===== src/rtl/alu_cmd_sequencer.sv =====
// Registered valid/ready front-end for the 6-bit combinational ALU.
// It holds the ALU operands in registers, keeps an accumulator and returns each result over a handshake.
module alu_cmd_sequencer #(
  parameter int WIDTH = 6,
  parameter int OPW   = 3,
  parameter int CNTW  = 8
) (
  input  logic             clk,
  input  logic             rst_n,
  input  logic             cmd_valid,
  output logic             cmd_ready,
  input  logic [OPW-1:0]   cmd_op,
  input  logic [WIDTH-1:0] cmd_a,
  input  logic [WIDTH-1:0] cmd_b,
  input  logic             cmd_use_acc,
  input  logic             acc_clr,
  output logic [WIDTH-1:0] alu_a,
  output logic [WIDTH-1:0] alu_b,
  output logic [OPW-1:0]   alu_control,
  input  logic [WIDTH-1:0] alu_c,
  output logic             res_valid,
  input  logic             res_ready,
  output logic [WIDTH-1:0] res_data,
  output logic             res_zero,
  output logic [WIDTH-1:0] acc,
  output logic [CNTW-1:0]  op_count
);

  typedef enum logic [1:0] {IDLE, EXEC, RESP} state_t;

  state_t state, state_nxt;
  logic   accept;
  logic   res_hs;

  // A held result can be retired and replaced by a new command on the same edge.
  assign cmd_ready = (state == IDLE) || ((state == RESP) && res_ready);
  assign accept    = cmd_valid && cmd_ready;
  assign res_valid = (state == RESP);
  assign res_hs    = (state == RESP) && res_ready;

  always_ff @(posedge clk or negedge rst_n) begin
    if (!rst_n) state <= IDLE;
    else        state <= state_nxt;
  end

  always_comb begin
    state_nxt = state;
    case (state)
      IDLE:    if (accept) state_nxt = EXEC;
      EXEC:    state_nxt = RESP;
      RESP:    if (res_ready) state_nxt = accept ? EXEC : IDLE;
      default: state_nxt = IDLE;
    endcase
  end

  always_ff @(posedge clk or negedge rst_n) begin
    if (!rst_n) begin
      alu_a       <= '0;
      alu_b       <= '0;
      alu_control <= '0;
      res_data    <= '0;
      res_zero    <= 1'b0;
      acc         <= '0;
      op_count    <= '0;
    end else begin
      if (accept) begin
        alu_control <= cmd_op;
        alu_b       <= cmd_b;
        // A clear forces operand A to zero, overriding the accumulator select.
        alu_a       <= acc_clr ? '0 : (cmd_use_acc ? acc : cmd_a);
        if (acc_clr) acc <= '0;
      end
      if (state == EXEC) begin
        res_data <= alu_c;
        acc      <= alu_c;
        res_zero <= (alu_c == '0);
      end
      if (res_hs) op_count <= op_count + 1'b1;
    end
  end

endmodule

===== config.mk =====
export PLATFORM = sky130hd
export DESIGN_NAME = alu_cmd_sequencer
export DESIGN_NICKNAME = d
export VERILOG_FILES = /design/src/rtl/alu_cmd_sequencer.sv
export SDC_FILE = /design/constraint.sdc
export NUM_CORES = 1
export LEC_CHECK = 0
export BUFFER_PORTS_ARGS = -buffer_cell sky130_fd_sc_hd__buf_2
export CORE_AREA = 2 2 63 65
export CTS_CLUSTER_DIAMETER = 80
export CTS_CLUSTER_SIZE = 20
export DETAILED_ROUTE_END_ITERATION = 7
export DIE_AREA = 0 0 65 67
export HOLD_SLACK_MARGIN = 0.1
export PLACE_DENSITY = 0.75
export SKIP_LAST_GASP = 1
export SYNTH_ARGS = -nofsm -noshare
export SYNTH_HDL_FRONTEND = slang
export SYNTH_SLANG_ARGS = --single-unit
export TNS_END_PERCENT = 30

===== constraint.sdc =====
create_clock -name clk -period 2 [get_ports clk]
set_clock_uncertainty 0.1 [all_clocks]
set_input_delay 0.2 -clock clk [delete_from_list [all_inputs] [get_ports clk]]
set_output_delay 0.2 -clock clk [all_outputs]
set_load 0.01 [all_outputs]

Word-level counts from Yosys, hierarchy flattened
Index checks and enable logic that the tools add are counted.
{"block": "totals", "reg_bits": 38, "input_bits": 27, "out_inout_bits": 38, "wordCells": 31}
{"block": "classes", "n_addsub": 1, "n_eq_ne": 4, "mux": 9, "reduce_logical": 9}
{"operator": "two-way mux 6 bit", "n": 5}
{"operator": "adder 8 x 1 -> 8 bit, second input constant", "n": 1}
{"operator": "logical NOT 6 bit", "n": 1}
{"operator": "one-hot mux 2 bit (3 select lines)", "n": 1}
{"operator": "two-way mux 2 bit", "n": 2}
{"operator": "AND reduction 2 bit", "n": 2}
{"operator": "nonzero test 2 bit", "n": 2}
{"operator": "== test 2 x 1 -> 1 bit, second input constant", "n": 1}
{"operator": "== test 2 bit, second input constant", "n": 1}
{"operator": "logical AND 1 bit", "n": 2}
{"operator": "logical NOT 2 bit", "n": 1}
{"operator": "!= test 2 x 1 -> 1 bit, second input constant", "n": 1}
{"operator": "!= test 2 bit, second input constant", "n": 1}
{"operator": "logical OR 1 bit", "n": 1}
{"operator": "two-way mux 1 bit", "n": 1}

Longest topological paths before layout
Gate-level depths: netlist of the first run.
{"block": "logic_depth", "word_depth": 7, "mapped_depth": 4, "ltp_nobuf": 4}

Least setup slack after synthesis of the first run
OpenSTA, ideal clock, no wires.
{"block": "synth_timing", "path_type": "flip-flop to flip-flop", "start": "register state[1]", "end": "register alu_a[0]", "setup_ps": 125, "t_arrival_ps": 1380, "required_ps": 1775, "setup_slack_ps": 395, "stages_incl_launch_ff": 5, "n_path_buf": 1, "synth_period_minus_slack_ps": 1605, "cell_sequence": "dfrtp_1 nor2b_2 nor3b_4 buf_12 mux2_4"}
{"block": "synth_via", "elab_chain_cells": 4, "elab_cells_between_ends": 5, "classes_between": "1 x eq/ne; 4 x reduce/logical"}
{"element": "from (decl)", "line_no": "31", "rtl": "state_t state, state_nxt;"}
{"element": "from (signal assigned)", "line_no": "43", "rtl": "else state <= state_nxt;"}
{"element": "== test 2 bit", "line_no": "36", "rtl": "assign cmd_ready = (state == IDLE) || ((state == RESP) && res_ready);"}
{"element": "logical AND 1 bit", "line_no": "36"}
{"element": "logical OR 1 bit (*)", "line_no": "36"}
{"element": "logical AND 1 bit (*)", "line_no": "37", "rtl": "assign accept = cmd_valid && cmd_ready;"}
{"element": "to (signal assigned)", "line_no": "70", "rtl": "alu_a <= acc_clr ? '0 : (cmd_use_acc ? acc : cmd_a);"}
{"element": "to (decl)", "line_no": "17", "rtl": "output logic [WIDTH-1:0] alu_a,"}
Every way passes the cells marked *; elsewhere a longest branch is shown, timed or not.
A chain may end at the register's enable or synchronous reset.

Worst setup path in the final report of the first run
{"block": "layout_timing", "start": "register state[1]", "end": "register alu_a[1]"}
Same word-level chain as after synthesis.

==> qor.yml, run 1 <==
status: "finished clean"
n_antenna_cell: 0
cp.depth: 4
rows: 22
clk_path_buf_depth: 2
grt_pass1_wl_um: 5830
dieArea_um2: 4360
cp_cell_sequence: "nor2b_2, nor3b_4, buf_4, mux2_4"
clkTransAtPathRegs_ps: 80
die_y_um: 67
ios: 65
slew_viol_final: 0
insertion_delay_ps: 290
worst_pin_slew_ps: 826
numCtsBuffers: 5
antenna_found_initial: 0
gr-total-overflow: 0
synthCells: 129
fin_nets: 242
cts_tree: "done"
first_global_vias: 1249
vdd_drop_max_v: 0.000711
crit_end: "alu_a[1]"
pwr_density_cell_nw_per_um2: 1160
start_util: 0.455
period_minus_slack_ps: 1720
numPortBuffers: 64
crit_type: "flop to flop"
vias: 1236
core_region_area_um2: 3610
wire_per_inst_um: 13.6
crit_start: "state[1]"
cp_max_fo: 7
cts.sinks: 38
antenna_left: 0
power.leakage_uw: 0.00123
post-dp-hpwl_um: 2380
drive_above_1_share: 0.437
stdcell_count: 263
finalCritPeriodShare: 0.858
drt_iter0_markers: 73
r2r_end: "alu_a[1]"
dp.cells: 239
crit_family: "simple AND/OR/NAND/NOR gates"
hold_viol_final: 0
finalSetupViolCount: 0
synthesis.area_um2: 1640
syn2layout_area_growth_pct: 41.1
n_fill_cell: 298
yosysWarnings: 0
h-tree-depth: 2
critical-path-slowest-cell: "dfrtp_1"
grt_max_degree: 39
critical_path_arrival_ps: 1780
postSynthAreaPerCell_um2: 12.7
drc: 0
grt_use_total: 0.182
startpoint_type: "flop"
rr_startpoint: "state[1]"
cp.required_ps: 2070
cp-end-kind: "flop"
cap_violations: 0
viasPerCell: 4.70
slowest_delay_ps: 420
fmax_ghz: 0.583
slew_headroom: 0.450
synth_fp_nets: 157
cts-root-buf: "clkbuf_8"
tns_ps: 0
place_congestion: 0.751
r2r_cells: 4
cp_num_buf_inv: 1
hold_path_class: "input port to flop"
drt_wl_total_um: 3580
die_w_um: 65
synth.distinct_cells: 28
rsz0062_at_grt: "no"
drt_first_pass_iters: 4
rrSetupSlack_ps: 280
synth_seq_cells: 38
ys_seq_area_frac: 0.580
==> synthesized netlist by cell type <==
| cell | n | area share |
|---|---|---|
| dfrtp_1 | 38 | 0.58 |
| clkbuf_1 | 2 | 0.0046 |
| buf_2 | 1 | 0.0031 |
| nand3_1 | 1 | 0.0031 |
| buf_12 | 1 | 0.012 |
| nor2b_1 | 1 | 0.0038 |
| nor3b_4 | 1 | 0.011 |
| inv_1 | 1 | 0.0023 |
| nor2b_2 | 1 | 0.0053 |
| nor2_1 | 9 | 0.021 |
| xnor2_1 | 2 | 0.011 |
| nand2_1 | 25 | 0.057 |
| nand2b_1 | 2 | 0.0076 |
| a21o_1 | 1 | 0.0046 |
| mux2i_1 | 6 | 0.037 |
| a21oi_1 | 1 | 0.0031 |
| o21ai_0 | 1 | 0.0031 |
| a22o_1 | 6 | 0.032 |
| or4_1 | 1 | 0.0046 |
| nor4_2 | 1 | 0.0076 |
| ha_1 | 1 | 0.0076 |
| xor2_1 | 5 | 0.027 |
| and2b_1 | 1 | 0.0046 |
| mux2_4 | 9 | 0.082 |
| nor3_1 | 2 | 0.0061 |
| mux2_2 | 7 | 0.048 |
| o41ai_1 | 1 | 0.0053 |
| nand4b_1 | 1 | 0.0053 |
==> power breakdown <==
group / internal, uW / leakage (uW) / total, uW / switching [uW]
clock network: 532 / 0.0000714 / 803 / 271
registers: 971 / 0.000480 / 1120 / 148
logic: 387 / 0.000678 / 750 / 364
total: 1890 / 0.00123 / 2670 / 782
==> metal layers <==
metal	GRT usage	part of all wire	up-vias
met2	0.298	0.52	33
met4	0.0798	0.012	0
met5	0	0	-
li1	-	-	608
met3	0.0524	0.048	2
met1	0.224	0.42	593
==> timing repair <==
| item | in CTS | in global routing |
|---|---|---|
| endpoints found under the setup margin | 0 | 1 |
| hold buffers | 17 | 0 |
| resized for setup | 0 | 1 |
| buffers inserted | 0 | 0 |
| hold endpoints to repair | 60 | 0 |
==> registers in the layout (all words and copies together), names as in the netlist <==
| name | cells |
|---|---|
| op_count | 8 |
| acc | 6 |
| alu_control | 3 |
| alu_b | 6 |
| res_zero | 1 |
| res_data | 6 |
| alu_a | 6 |
| state | 2 |
==> cells in the final DEF, fill, tap and decap left out, types with 2 or more instances in the layout <==
cell and instances:
mux2_2 7, xor2_1 5, dlygate4sd3_1 16, mux2i_1 6, clkbuf_8 6, nor2_1 9
xnor2_1 2, nor3_1 2, buf_4 2, buf_2 64, dfrtp_1 38, mux2_4 9
a22o_1 6, nand2b_1 2, nand2_1 25, bufinv_16 2
==> worst min-delay path, delay by kind of cell <==
family,cells,cell delay (ps)
AOI/OAI and AO/OA,1,60
and+or+nand+nor,1,120
buffers and inverters,1,90
==> metrics by stage <==
step	instance area, um^2	worst slack (ps)	hold slack [ps]	power (uW)	utilization
after detailed placement	2000	307	244	1860	0.555
after global routing	2310	207	100	2840	0.641
after CTS	2310	1.69	144	2700	0.642
after global placement	2000	329	240	1850	0.555
final	2310	285	109	2670	0.641
after floorplan	1640	395	-196	1550	-
==> logic make-up after synthesis <==
| group | Yosys count | synth area share |
|---|---|---|
| adders and majority gates | 1 | 0.00763 |
| and+or+nand+nor | 46 | 0.137 |
| muxes | 22 | 0.167 |
| AOI/OAI and AO/OA | 10 | 0.0481 |
| DFF | 38 | 0.580 |
| xor gates and xnor gates | 7 | 0.0374 |
| buffers and inverters | 5 | 0.0221 |
==> how the worst min path moves through the flow <==
stage	start	endpoint	slack, ps	cells past startpoint
after floorplan	rst_n	acc[0]	-200	0
after global placement	rst_n	op_count[5]	240	1
after detailed placement	rst_n	op_count[6]	240	1
after CTS	res_ready	op_count[0]	140	3
after global routing	alu_c[2]	res_zero	100	3
final	alu_c[2]	res_zero	110	3
==> area by class of cell <==
type                            instances  area [um^2]  area share
Sequential cell                        38          951       0.411
Multi-Input combinational cell         86          659       0.285
Timing Repair Buffer                   82          495       0.214
Clock buffer                            6         82.6      0.0357
Clock inverter                          2         60.1      0.0260
Tap cell                               48         60.1      0.0260
Inverter                                1         3.75     0.00162
Power figures use the tool's default switching activity.
==> run 2: changes to the inputs <==
- PLACE_DENSITY: 0.75 -> 0.83
==> qor.yml, run 2 (synthesis results as in run 1) <==
worst_pin_slew_ps: 824  # -1.32 ps
rr_startpoint: "state[1]"
drc: 0  # unchanged
fmax_ghz: 0.604  # +3.7%
crit_start: "state[1]"
grt_max_degree: 39  # unchanged
power.leakage_uw: 0.00120  # -2.3%
postCtsSetupBuffers: 0  # unchanged
critical_path_arrival_ps: 1720  # -60 ps
crit_type: "flop to flop"
gr-total-overflow: 0  # unchanged
layout_commonest_cell: "buf_2"
fin_nets: 241  # -0.41%
clkTransAtPathRegs_ps: 70  # about the same
syn2layout_area_growth_pct: 37.5
drt_iter0_markers: 38  # -48%
tns_ps: 0  # unchanged
cp.required_ps: 2070  # about the same
ios: 65  # unchanged
cts.sinks: 38  # unchanged
mostFrequentLayoutCells: "buf_2, dfrtp_1, nand2_1"
start_util: 0.455  # unchanged
die_w_um: 65  # unchanged
viasPerCell: 4.95  # +5.3%
hold_viol_final: 0  # unchanged
insertion_delay_ps: 290  # about the same
period_minus_slack_ps: 1650  # -60.6 ps
antenna_found_initial: 0  # unchanged
drive_above_1_share: 0.430  # -0.00730
largest_register_ffs: 8  # unchanged
finalCritPeriodShare: 0.827  # -0.0303
crit_end: "alu_b[0]"
grt_pass1_wl_um: 6130  # +5.2%
r2r_cells: 4  # unchanged
n_antenna_cell: 0  # unchanged
grt_use_total: 0.189  # +0.00706
whs_ps: 104  # -4.78 ps
first_global_vias: 1328  # +6.3%
antenna_left: 0  # unchanged
pwr_density_cell_nw_per_um2: 1070  # -7.0%
wire_per_inst_um: 14.0  # +2.6%
core_region_area_um2: 3610  # unchanged
vdd_drop_max_v: 0.000560  # -21%
vias: 1297  # +4.9%
cp_max_fo: 16  # +9
dieArea_um2: 4360  # unchanged
die_y_um: 67  # unchanged
hold_path_class: "input port to flop"
rsz0062_at_grt: "no"
numPortBuffers: 64  # unchanged
clk_path_buf_depth: 2  # unchanged
post-dp-hpwl_um: 2510  # +5.3%
cp-end-kind: "flop"
largest_register: "op_count"
place_congestion: 0.694  # -7.6%
slew_headroom: 0.450  # +0.000882
slew_viol_final: 0  # unchanged
cts-root-buf: "clkbuf_8"
rows: 22  # unchanged
startpoint_type: "flop"
cap_violations: 0  # unchanged
rrSetupSlack_ps: 350  # +60 ps
drt_first_pass_iters: 4  # unchanged
drt_wl_total_um: 3660  # +2.2%
cts_tree: "done"
numCtsBuffers: 5  # unchanged
r2r_end: "alu_b[0]"
h-tree-depth: 2  # unchanged
finalSetupViolCount: 0  # unchanged
status: "finished clean"
-- run 2: stage by stage --
stage	instances	worst slack, ps	total power, uW	utilization	area, um^2
after global placement	238	406	1840	0.553	1990
after detailed placement	238	361	1880	0.553	1990
after CTS	263	51.4	2440	0.626	2260
after global routing	262	269	2570	0.625	2250
final	262	346	2420	0.625	2250
after floorplan	129	395	1550	-	1640
-- run 2: cell type report --
class                   count  area [um^2]
fillers                   289         1350
flip-flops and latches     38          951
multi-input cells          86          659
well taps                  48         60.1
inverters                   1         3.75
repair buffers             81          488
clock inverters             1         5.00
clock buffers               7         86.3
-- run 2: worst min path at each step --
stage                  end  depth (start not counted)  slack (ps)       from
2_1_floorplan       acc[0]                          0        -200      rst_n
4_1_cts           state[1]                          2         130  res_ready
6_report          res_zero                          3         100   alu_c[0]
5_1_grt           res_zero                          3         120   alu_c[0]
3_5_place_dp   op_count[3]                          1         250      rst_n
3_3_place_gp   op_count[3]                          1         240      rst_n
-- run 2: timing repair --
item,CTS,global route
gates resized for setup,0,1
endpoints found under the setup margin,0,1
endpoints found under the hold margin,60,0
hold buffers,17,0
-- run 2: layer usage --
layer | wire, um | vias up | track usage
met2 | 1830 | 49 | 0.320
met1 | 1540 | 635 | 0.224
met4 | 72 | 0 | 0.101
li1 | - | 608 | -
met3 | 209 | 5 | 0.0439
met5 | 0 | - | 0
-- run 2: power by group --
group / switching (uW) / total, uW / internal, uW
registers: 155 / 1130 / 971
logic: 371 / 758 / 387
clock network: 259 / 537 / 278
total: 785 / 2420 / 1640
-- run 2: worst max-delay path, cell delays in order (launching register included) --
cell     delay [ps]
dfrtp_1         430
nor2b_2         190
nor3b_4         150
buf_4           290
mux2_2          370
